`src/rtl/draw_arbiter_pkg.sv`:
```
// Shared definitions for the draw-engine arbiter: requester indices, watchdog
// default, FSM encoding and a one-hot to index helper.
package draw_arbiter_pkg;

    localparam int NUM_REQ  = 4;
    localparam int COORD_W  = 10;
    localparam int COLOUR_W = 3;
    localparam int CNT_W    = 20;

    localparam logic [CNT_W-1:0] TIMEOUT_DEFAULT = 20'd1024;

    localparam logic [1:0] REQ_LOADER      = 2'd0;
    localparam logic [1:0] REQ_BRICK_ERASE = 2'd1;
    localparam logic [1:0] REQ_BALL        = 2'd2;
    localparam logic [1:0] REQ_PADDLE      = 2'd3;

    typedef enum logic [1:0] {
        S_IDLE    = 2'd0,
        S_START   = 2'd1,
        S_WAIT    = 2'd2,
        S_RELEASE = 2'd3
    } state_t;

    function automatic logic [1:0] onehot_to_idx(input logic [NUM_REQ-1:0] oh);
        logic [1:0] idx;
        idx = '0;
        for (int i = 0; i < NUM_REQ; i++) begin
            if (oh[i]) idx = 2'(i);
        end
        return idx;
    endfunction

endpackage

```
`src/rtl/draw_arb_pick.sv`:
```
// Combinational winner select: first set request at or after the priority
// pointer (wrapping), returned one-hot.
module draw_arb_pick
    import draw_arbiter_pkg::*;
(
    input  logic [NUM_REQ-1:0] i_req,
    input  logic [1:0]         i_ptr,
    output logic [NUM_REQ-1:0] o_gnt,
    output logic               o_any
);

    logic [1:0] w_idx;
    logic       w_found;

    always_comb begin
        o_gnt   = '0;
        w_found = 1'b0;
        w_idx   = '0;
        for (int k = 0; k < NUM_REQ; k++) begin
            w_idx = i_ptr + 2'(k);
            if (!w_found && i_req[w_idx]) begin
                o_gnt[w_idx] = 1'b1;
                w_found      = 1'b1;
            end
        end
    end

    assign o_any = |i_req;

endmodule

```
`src/rtl/draw_arbiter.sv`:
```
// Arbitrates four drawing clients onto one shared draw engine with a watchdog.
// Define DRAW_ARB_ROUNDROBIN_EN for round-robin; otherwise fixed priority (loader first).
module draw_arbiter
    import draw_arbiter_pkg::*;
#(
    parameter logic [CNT_W-1:0] TIMEOUT = TIMEOUT_DEFAULT
) (
    input  logic                  clk,
    input  logic                  resetn,
    input  logic [NUM_REQ-1:0]    req,
    input  logic [4*COORD_W-1:0]  req_x,
    input  logic [4*COORD_W-1:0]  req_y,
    input  logic [4*COLOUR_W-1:0] req_colour,
    input  logic                  draw_done,
    output logic [NUM_REQ-1:0]    gnt,
    output logic [NUM_REQ-1:0]    done,
    output logic                  draw_start,
    output logic [COORD_W-1:0]    draw_x,
    output logic [COORD_W-1:0]    draw_y,
    output logic [COLOUR_W-1:0]   draw_colour,
    output logic                  timeout_err,
    output state_t                dbg_state
);

    state_t               r_state, w_next_state;
    logic [NUM_REQ-1:0]   r_gnt, r_done, w_gnt_d, w_done_d;
    logic                 r_start, w_start_d, r_err, w_err_d;
    logic [COORD_W-1:0]   r_x, r_y, w_x_d, w_y_d;
    logic [COLOUR_W-1:0]  r_colour, w_colour_d;
    logic [CNT_W-1:0]     r_cnt, w_cnt_d;
    logic [NUM_REQ-1:0]   w_pick_oh;
    logic                 w_pick_any, w_timeout;
    logic [1:0]           w_pick_idx, w_ptr;

`ifdef DRAW_ARB_ROUNDROBIN_EN
    logic [1:0] r_ptr;
    always_ff @(posedge clk or negedge resetn) begin
        if (!resetn)                    r_ptr <= '0;
        else if (r_state == S_RELEASE)  r_ptr <= onehot_to_idx(r_gnt) + 2'd1;
    end
    assign w_ptr = r_ptr;
`else
    assign w_ptr = 2'd0;
`endif

    draw_arb_pick u_pick (
        .i_req (req),
        .i_ptr (w_ptr),
        .o_gnt (w_pick_oh),
        .o_any (w_pick_any)
    );

    assign w_pick_idx = onehot_to_idx(w_pick_oh);
    assign w_timeout  = (TIMEOUT != '0) && (r_cnt == TIMEOUT);

    always_ff @(posedge clk or negedge resetn) begin
        if (!resetn) begin
            r_state  <= S_IDLE;
            r_gnt    <= '0;
            r_done   <= '0;
            r_start  <= 1'b0;
            r_x      <= '0;
            r_y      <= '0;
            r_colour <= '0;
            r_cnt    <= '0;
            r_err    <= 1'b0;
        end else begin
            r_state  <= w_next_state;
            r_gnt    <= w_gnt_d;
            r_done   <= w_done_d;
            r_start  <= w_start_d;
            r_x      <= w_x_d;
            r_y      <= w_y_d;
            r_colour <= w_colour_d;
            r_cnt    <= w_cnt_d;
            r_err    <= w_err_d;
        end
    end

    always_comb begin
        w_next_state = r_state;
        case (r_state)
            S_IDLE:    if (w_pick_any) w_next_state = S_START;
            S_START:   w_next_state = S_WAIT;
            S_WAIT:    if (draw_done || w_timeout) w_next_state = S_RELEASE;
            S_RELEASE: w_next_state = S_IDLE;
            default:   w_next_state = S_IDLE;
        endcase
    end

    // Next values of the registered outputs; a draw_done coinciding with the
    // watchdog limit is a normal completion and does not raise the error.
    always_comb begin
        w_gnt_d    = r_gnt;
        w_done_d   = '0;
        w_start_d  = 1'b0;
        w_x_d      = r_x;
        w_y_d      = r_y;
        w_colour_d = r_colour;
        w_cnt_d    = r_cnt;
        w_err_d    = r_err;
        case (r_state)
            S_IDLE: begin
                if (w_pick_any) begin
                    w_gnt_d    = w_pick_oh;
                    w_start_d  = 1'b1;
                    w_x_d      = req_x[w_pick_idx*COORD_W +: COORD_W];
                    w_y_d      = req_y[w_pick_idx*COORD_W +: COORD_W];
                    w_colour_d = req_colour[w_pick_idx*COLOUR_W +: COLOUR_W];
                end
            end
            S_START: w_cnt_d = '0;
            S_WAIT: begin
                w_cnt_d = r_cnt + 1'b1;
                if (draw_done) begin
                    w_done_d = r_gnt;
                end else if (w_timeout) begin
                    w_done_d = r_gnt;
                    w_err_d  = 1'b1;
                end
            end
            S_RELEASE: w_gnt_d = '0;
            default: ;
        endcase
    end

    assign gnt         = r_gnt;
    assign done        = r_done;
    assign draw_start  = r_start;
    assign draw_x      = r_x;
    assign draw_y      = r_y;
    assign draw_colour = r_colour;
    assign timeout_err = r_err;
    assign dbg_state   = r_state;

endmodule

```
`config.mk`:
```
export PLATFORM = sky130hd
export DESIGN_NAME = draw_arbiter
export DESIGN_NICKNAME = d
export VERILOG_FILES = /design/src/rtl/draw_arbiter_pkg.sv /design/src/rtl/draw_arb_pick.sv /design/src/rtl/draw_arbiter.sv
export SDC_FILE = /design/constraint.sdc
export NUM_CORES = 1
export LEC_CHECK = 0
export CORE_UTILIZATION = 45
export CTS_BUF_LIST = sky130_fd_sc_hd__clkbuf_8
export CTS_CLUSTER_DIAMETER = 150
export DETAILED_ROUTE_END_ITERATION = 8
export DONT_BUFFER_PORTS = 1
export SLEW_MARGIN = 30
export SYNTH_ARGS = -nofsm -noshare
export SYNTH_HDL_FRONTEND = slang
export SYNTH_SLANG_ARGS = --single-unit
```
`constraint.sdc`:
```
create_clock -name clk -period 2.4 [get_ports clk]
set_clock_uncertainty 0.05 [all_clocks]
set_input_delay 0.24 -clock clk [delete_from_list [all_inputs] [get_ports clk]]
set_output_delay 0.24 -clock clk [all_outputs]
set_load 0.005 [all_outputs]
```
* Yosys cells after proc, flatten, opt, wreduce, memory -nomap -nowiden
Cells that the tools add are included.
Word-level totals: output and inout bits 35, register bits 55, input bits 99, logic and storage cells 58
Cells by class: $mul 2, muxes and demuxes 21, bitwise logic cells 1, reductions and logical operators 15, equality and inequality tests 6, add/sub/neg operators 1, shifts and indexed selects 3
Operators by type and width (number):
- variable part select 40 x 7 -> 10 bit | 2
- case mux 20 bit (2 select lines) | 1
- adder 20 x 1 -> 20 bit, second input constant | 1
- equality test 20 x 11 -> 1 bit, second input constant | 1
- two-way mux 4 bit | 5
- variable part select 12 x 5 -> 3 bit | 1
- two-way mux 2 bit | 5
- case mux 2 bit (4 select lines) | 1
- case mux 4 bit (2 select lines) | 1
- two-way mux 1 bit | 7
- AND reduction 2 bit | 3
- multiplier 2 x 3 -> 5 bit, second input constant | 1
- equality test 2 bit, second input constant | 2
- multiplier 2 x 2 -> 4 bit, second input constant | 1
- nonzero test 2 bit | 2
- OR reduction 4 bit | 1
- logical AND 1 bit | 3
- logical NOT 1 bit | 3
- two-way mux 3 bit | 1
- AND reduction 3 bit | 1
- equality test 2 x 1 -> 1 bit, second input constant | 1
- logical NOT 2 bit | 1
- != test 2 x 1 -> 1 bit, second input constant | 1
- != test 2 bit, second input constant | 1
- 2 further kinds | 2

* Longest topological paths before layout
word-level depth 15, mapped depth 8, mapped depth without buffers 6

* Cells and area by module
A second synthesis with hierarchy kept.
Unflattened totals: cells, all modules 392, area total of the unflattened synthesis 3489.6 um^2
By module, submodules not included:
- draw_arbiter | sequential area each 1376.3 um^2, area each 3144.3 um^2, times used 1, cells each 355
- draw_arb_pick | sequential area each 0.0 um^2, area each 345.3 um^2, times used 1, cells each 37

* Worst setup path before layout
No wires, ideal clock.
kind reg-to-reg, start register r_state[0] (netlist: dbg_state[0]), end register r_cnt[19], setup time 0.078 ns, period minus slack after synthesis 2.127 ns, required time 2.272 ns, stages on the path, launching flop included 7, path slack 0.273 ns, buffers on the path 0, data arrival time 1.999 ns, cell sequence dfrtp_1 inv_1 ha_1 nand3_1 or3_1 or4_1 a21oi_1
Between the ends: cells in the longest elaborated chain, start to end 2, elaborated cells on any way between the ends 4, classes of those cells eq/ne (2); mux (1); reduce/logical (1)
RTL lines:
- start: declaration | line draw_arbiter.sv:25 | state_t r_state, w_next_state;
- start signal: assignment | line draw_arbiter.sv:68 | r_state <= w_next_state;
- equality test 2 bit / equality test 2 x 1 -> 1 bit (equally long branches) | line draw_arbiter.sv:102 | case (r_state)
- case mux 20 bit (2 select lines) / nonzero test 2 bit (equally long branches)
- end signal: assignment | line draw_arbiter.sv:75 | r_cnt <= w_cnt_d;
- end: declaration | line draw_arbiter.sv:30 | logic [CNT_W-1:0] r_cnt, w_cnt_d;
Several ways; a longest one is shown, not always the timed one. A chain may end at the register's enable or synchronous reset.

* Worst setup path in the final report
Same ends and word-level chain as after synthesis.

==> results.tsv <==
stage	metric	value	unit
power_and_ir_drop	pwr/cell area	898	nW/µm²
synthesis	Commonest cells post-synth	dfrtp_1, nand2_1, mux2_2, o21ai_0, a222oi_1	
worst_setup_path	Worst EP required	2590	ps
sta	Slew Limit Fails	0	
cts	CTS sink count	55	
cts	number of gates resized after cts	0	
global_routing	largest net degree at the start of global routing	56	
worst_setup_path	Crit. End Element	register	
cts	CTS Hold Buffers Added	2	
synthesis	Synth Area in Compound Gates	17.9	%
synthesis	count of cell types in the netlist	40	
worst_setup_path	critical-path maximum fanout	6	
synthesis	Synth Area in Adders	2.46	%
synthesis	Synth area leader	dfrtp_1	
cts	Clock Pin Slew Worst Setup and Hold Paths	90	ps
cts	buffer depth of the longest clock path	2	
sta	final setup violation count	0	
die	Die Height	84.4	µm
synthesis	number of synthesized flops with an enable pin	0	
sta	RSZ-0062 raised after global routing	no	
global_routing	first-pass GRT wire length	10900	µm
routing	drt first pass iters	8	
synthesis	Yosys top cell area share	45.1	%
sta	Period minus WS final	2210	ps
synthesis	main combinational cell family by area after synthesis	compound AO/OA/AOI/OAI gates	
die	area of the core	6460	µm²
cts	worst skew pair latency	310	ps
hold_path	Hold Crit Depth	2	
cts	Setup Fix Bufs, Post-CTS	0	
routing	routed wire length	6820	µm
synthesis	syn nets	414	
cts	CTS tree	yes	
finish	Final Net Count	409	
synthesis	YS warnings	0	
finish	post-route cell area	3250	µm²
synthesis	ys flop type	dfrtp_1	
placement	hpwl dp	4970	µm
placement	gpl congestion	0.809	
power_and_ir_drop	Leak Pwr	1.35	nW
synthesis	multiplexer share of the synthesized area	10.5	%
power_and_ir_drop	total power	2.92	mW
global_routing	gr usage total	19.2	%
finish	Antenna Cells	0	
die	Starting Density	47.3	%
synthesis	ys async rst share	100	%
sta	relative slew slack	45.9	%
global_routing	total gr overflow	0	
global_routing	vias in the first global route	2235	
synthesis	sequential share of the synthesized area	45.1	%
finish	area grow syn2layout	6.55	%
placement	Buffers on Ports	0	
sta	Min Hold Slack	75.7	ps
run_status	status	finished with violations	
synthesis	Mapped Area	3050	µm²
synthesis	synthesized area per cell	9.88	µm²
sta	Final Hold Viols	0	
sta	top achievable clock speed	452	MHz
finish	share of cells above drive strength 1	14.1	%
worst_setup_path	Worst EP arrival	2400	ps
synthesis	Post-Synth Simple-Gate Area	17.8	%
routing	Wirelength per Cell	17.9	µm
synthesis	Post-Synth XOR/XNOR Area	2.58	%
die	Top-Level Pins	134	
routing	vias post-DR	2383	
cts	CTS Buf Count	5	
run_status	failing checks	design-rule violations	
die	die area	7120	µm²
synthesis	synth top area cells	dfrtp_1, mux2_2, a222oi_1, nand2_1, o21ai_0	
synthesis	most frequent cell after synthesis	dfrtp_1	
routing	vias per cell	6.25	
cts	H-tree Lvls	2	
sta	period utilisation layout	92.2	%
routing	DRT iter0 DRCs	241	
sta	Tightest Pin Transition	812	ps
synthesis	synthesized flop and latch total	55	
hold_path	min-delay worst type	in -> reg	
sta	Fin Setup TNS	0	ps
placement	DP Area	3110	µm²
cts	Clock Tree Root	clkbuf_8	
die	row cnt	29	
die	Chip Width	84.4	µm
routing	Routed Antenna Nets	0	
worst_setup_path	R2R depth	6	
routing	drt drc	9	
worst_setup_path	CP Launch Type	register	
run	# Max-Cap Violations	0	
worst_setup_path	Crit Path Category	reg -> reg	
synthesis	Synth Instances	309	
global_routing	antenna violations before repair	0	
power_and_ir_drop	Max VDD drop	0.342	mV
==> cell families (layout without fill, tap and decap cells) <==
kind of cell / Yosys count / after routing
buf+inv: 29 / 24
xor+xnor: 9 / 9
fa+ha+maj: 6 / 6
compound gates: 76 / 76
simple gates: 105 / 105
flops: 55 / 55
mux: 29 / 29
==> layer usage <==
metal	wire, µm	vias up	GRT usage (%)
met1	2960	1131	23.9
li1	-	1146	-
met4	55	0	6.16
met2	3260	99	31.9
met3	545	7	6.00
met5	0	-	0
==> critical path, stage by stage (launching register included) <==
cell     delay, ps
dfrtp_1        420
inv_1          110
ha_1           320
nand3_1        190
or3_1          400
or4_1          500
a21oi_1        150
==> flip-flops by register name, summed over array words and instances (netlist names) <==
register and cells:
r_cnt 20, draw_x 10, draw_y 10, dbg_state 2, draw_start 1, done 4, draw_colour 3, timeout_err 1
gnt 4
==> stage by stage <==
| step | instances | setup slack [ps] | utilization [%] |
|---|---|---|---|
| 6_report | 381 | 188 | 50.4 |
| 3_3_place_gp | 372 | 230 | 48.2 |
| 2_1_floorplan | 309 | 273 | - |
| 3_5_place_dp | 372 | 174 | 48.2 |
| 5_1_grt | 381 | 4.37 | 50.4 |
| 4_1_cts | 381 | 169 | 50.4 |
==> cell type report <==
| cell class | instances | area [µm²] |
|---|---|---|
| flip-flops and latches | 55 | 1380 |
| inverters | 10 | 37.5 |
| clock inverters | 2 | 33.8 |
| well taps | 77 | 96.3 |
| fillers | 603 | 3200 |
| multi-input cells | 225 | 1570 |
| clock buffers | 5 | 68.8 |
| repair buffers | 7 | 75.1 |
==> where the power goes <==
group | switching (mW) | internal, mW
clock network | 0.292 | 0.302
logic | 0.574 | 0.339
registers | 0.232 | 1.18
total | 1.10 | 1.83
==> final timing paths <==
check	end	slack, ps	startpoint
hold / removal	draw_y[7]	80	req_y[27]
min in group asynchronous	done[2]	400	resetn
max in group asynchronous	draw_y[0]	1670	resetn
setup reg to reg	r_cnt[19]	190	dbg_state[0]
setup / recovery	r_cnt[19]	190	dbg_state[0]
hold reg to reg	draw_x[7]	460	draw_x[7]
==> layout by cell type, fill, tap and decap left out, drive strengths merged, types with 2 or more instances in the layout <==
master and instances:
a21oi 10, a222oi 23, a22o 2, a32o 2
and2 4, and3 2, and4 3, buf 6
clkbuf 5, dfrtp 55, ha 6, inv 11
mux2 24, mux2i 5, nand2 39, nand2b 5
nand3 7, nand4 2, nor2 19, nor3 7
nor4 4, o21ai 28, o31ai 7, or3 2
or4 7, xnor2 9
(Power assumes the default switching activity.)
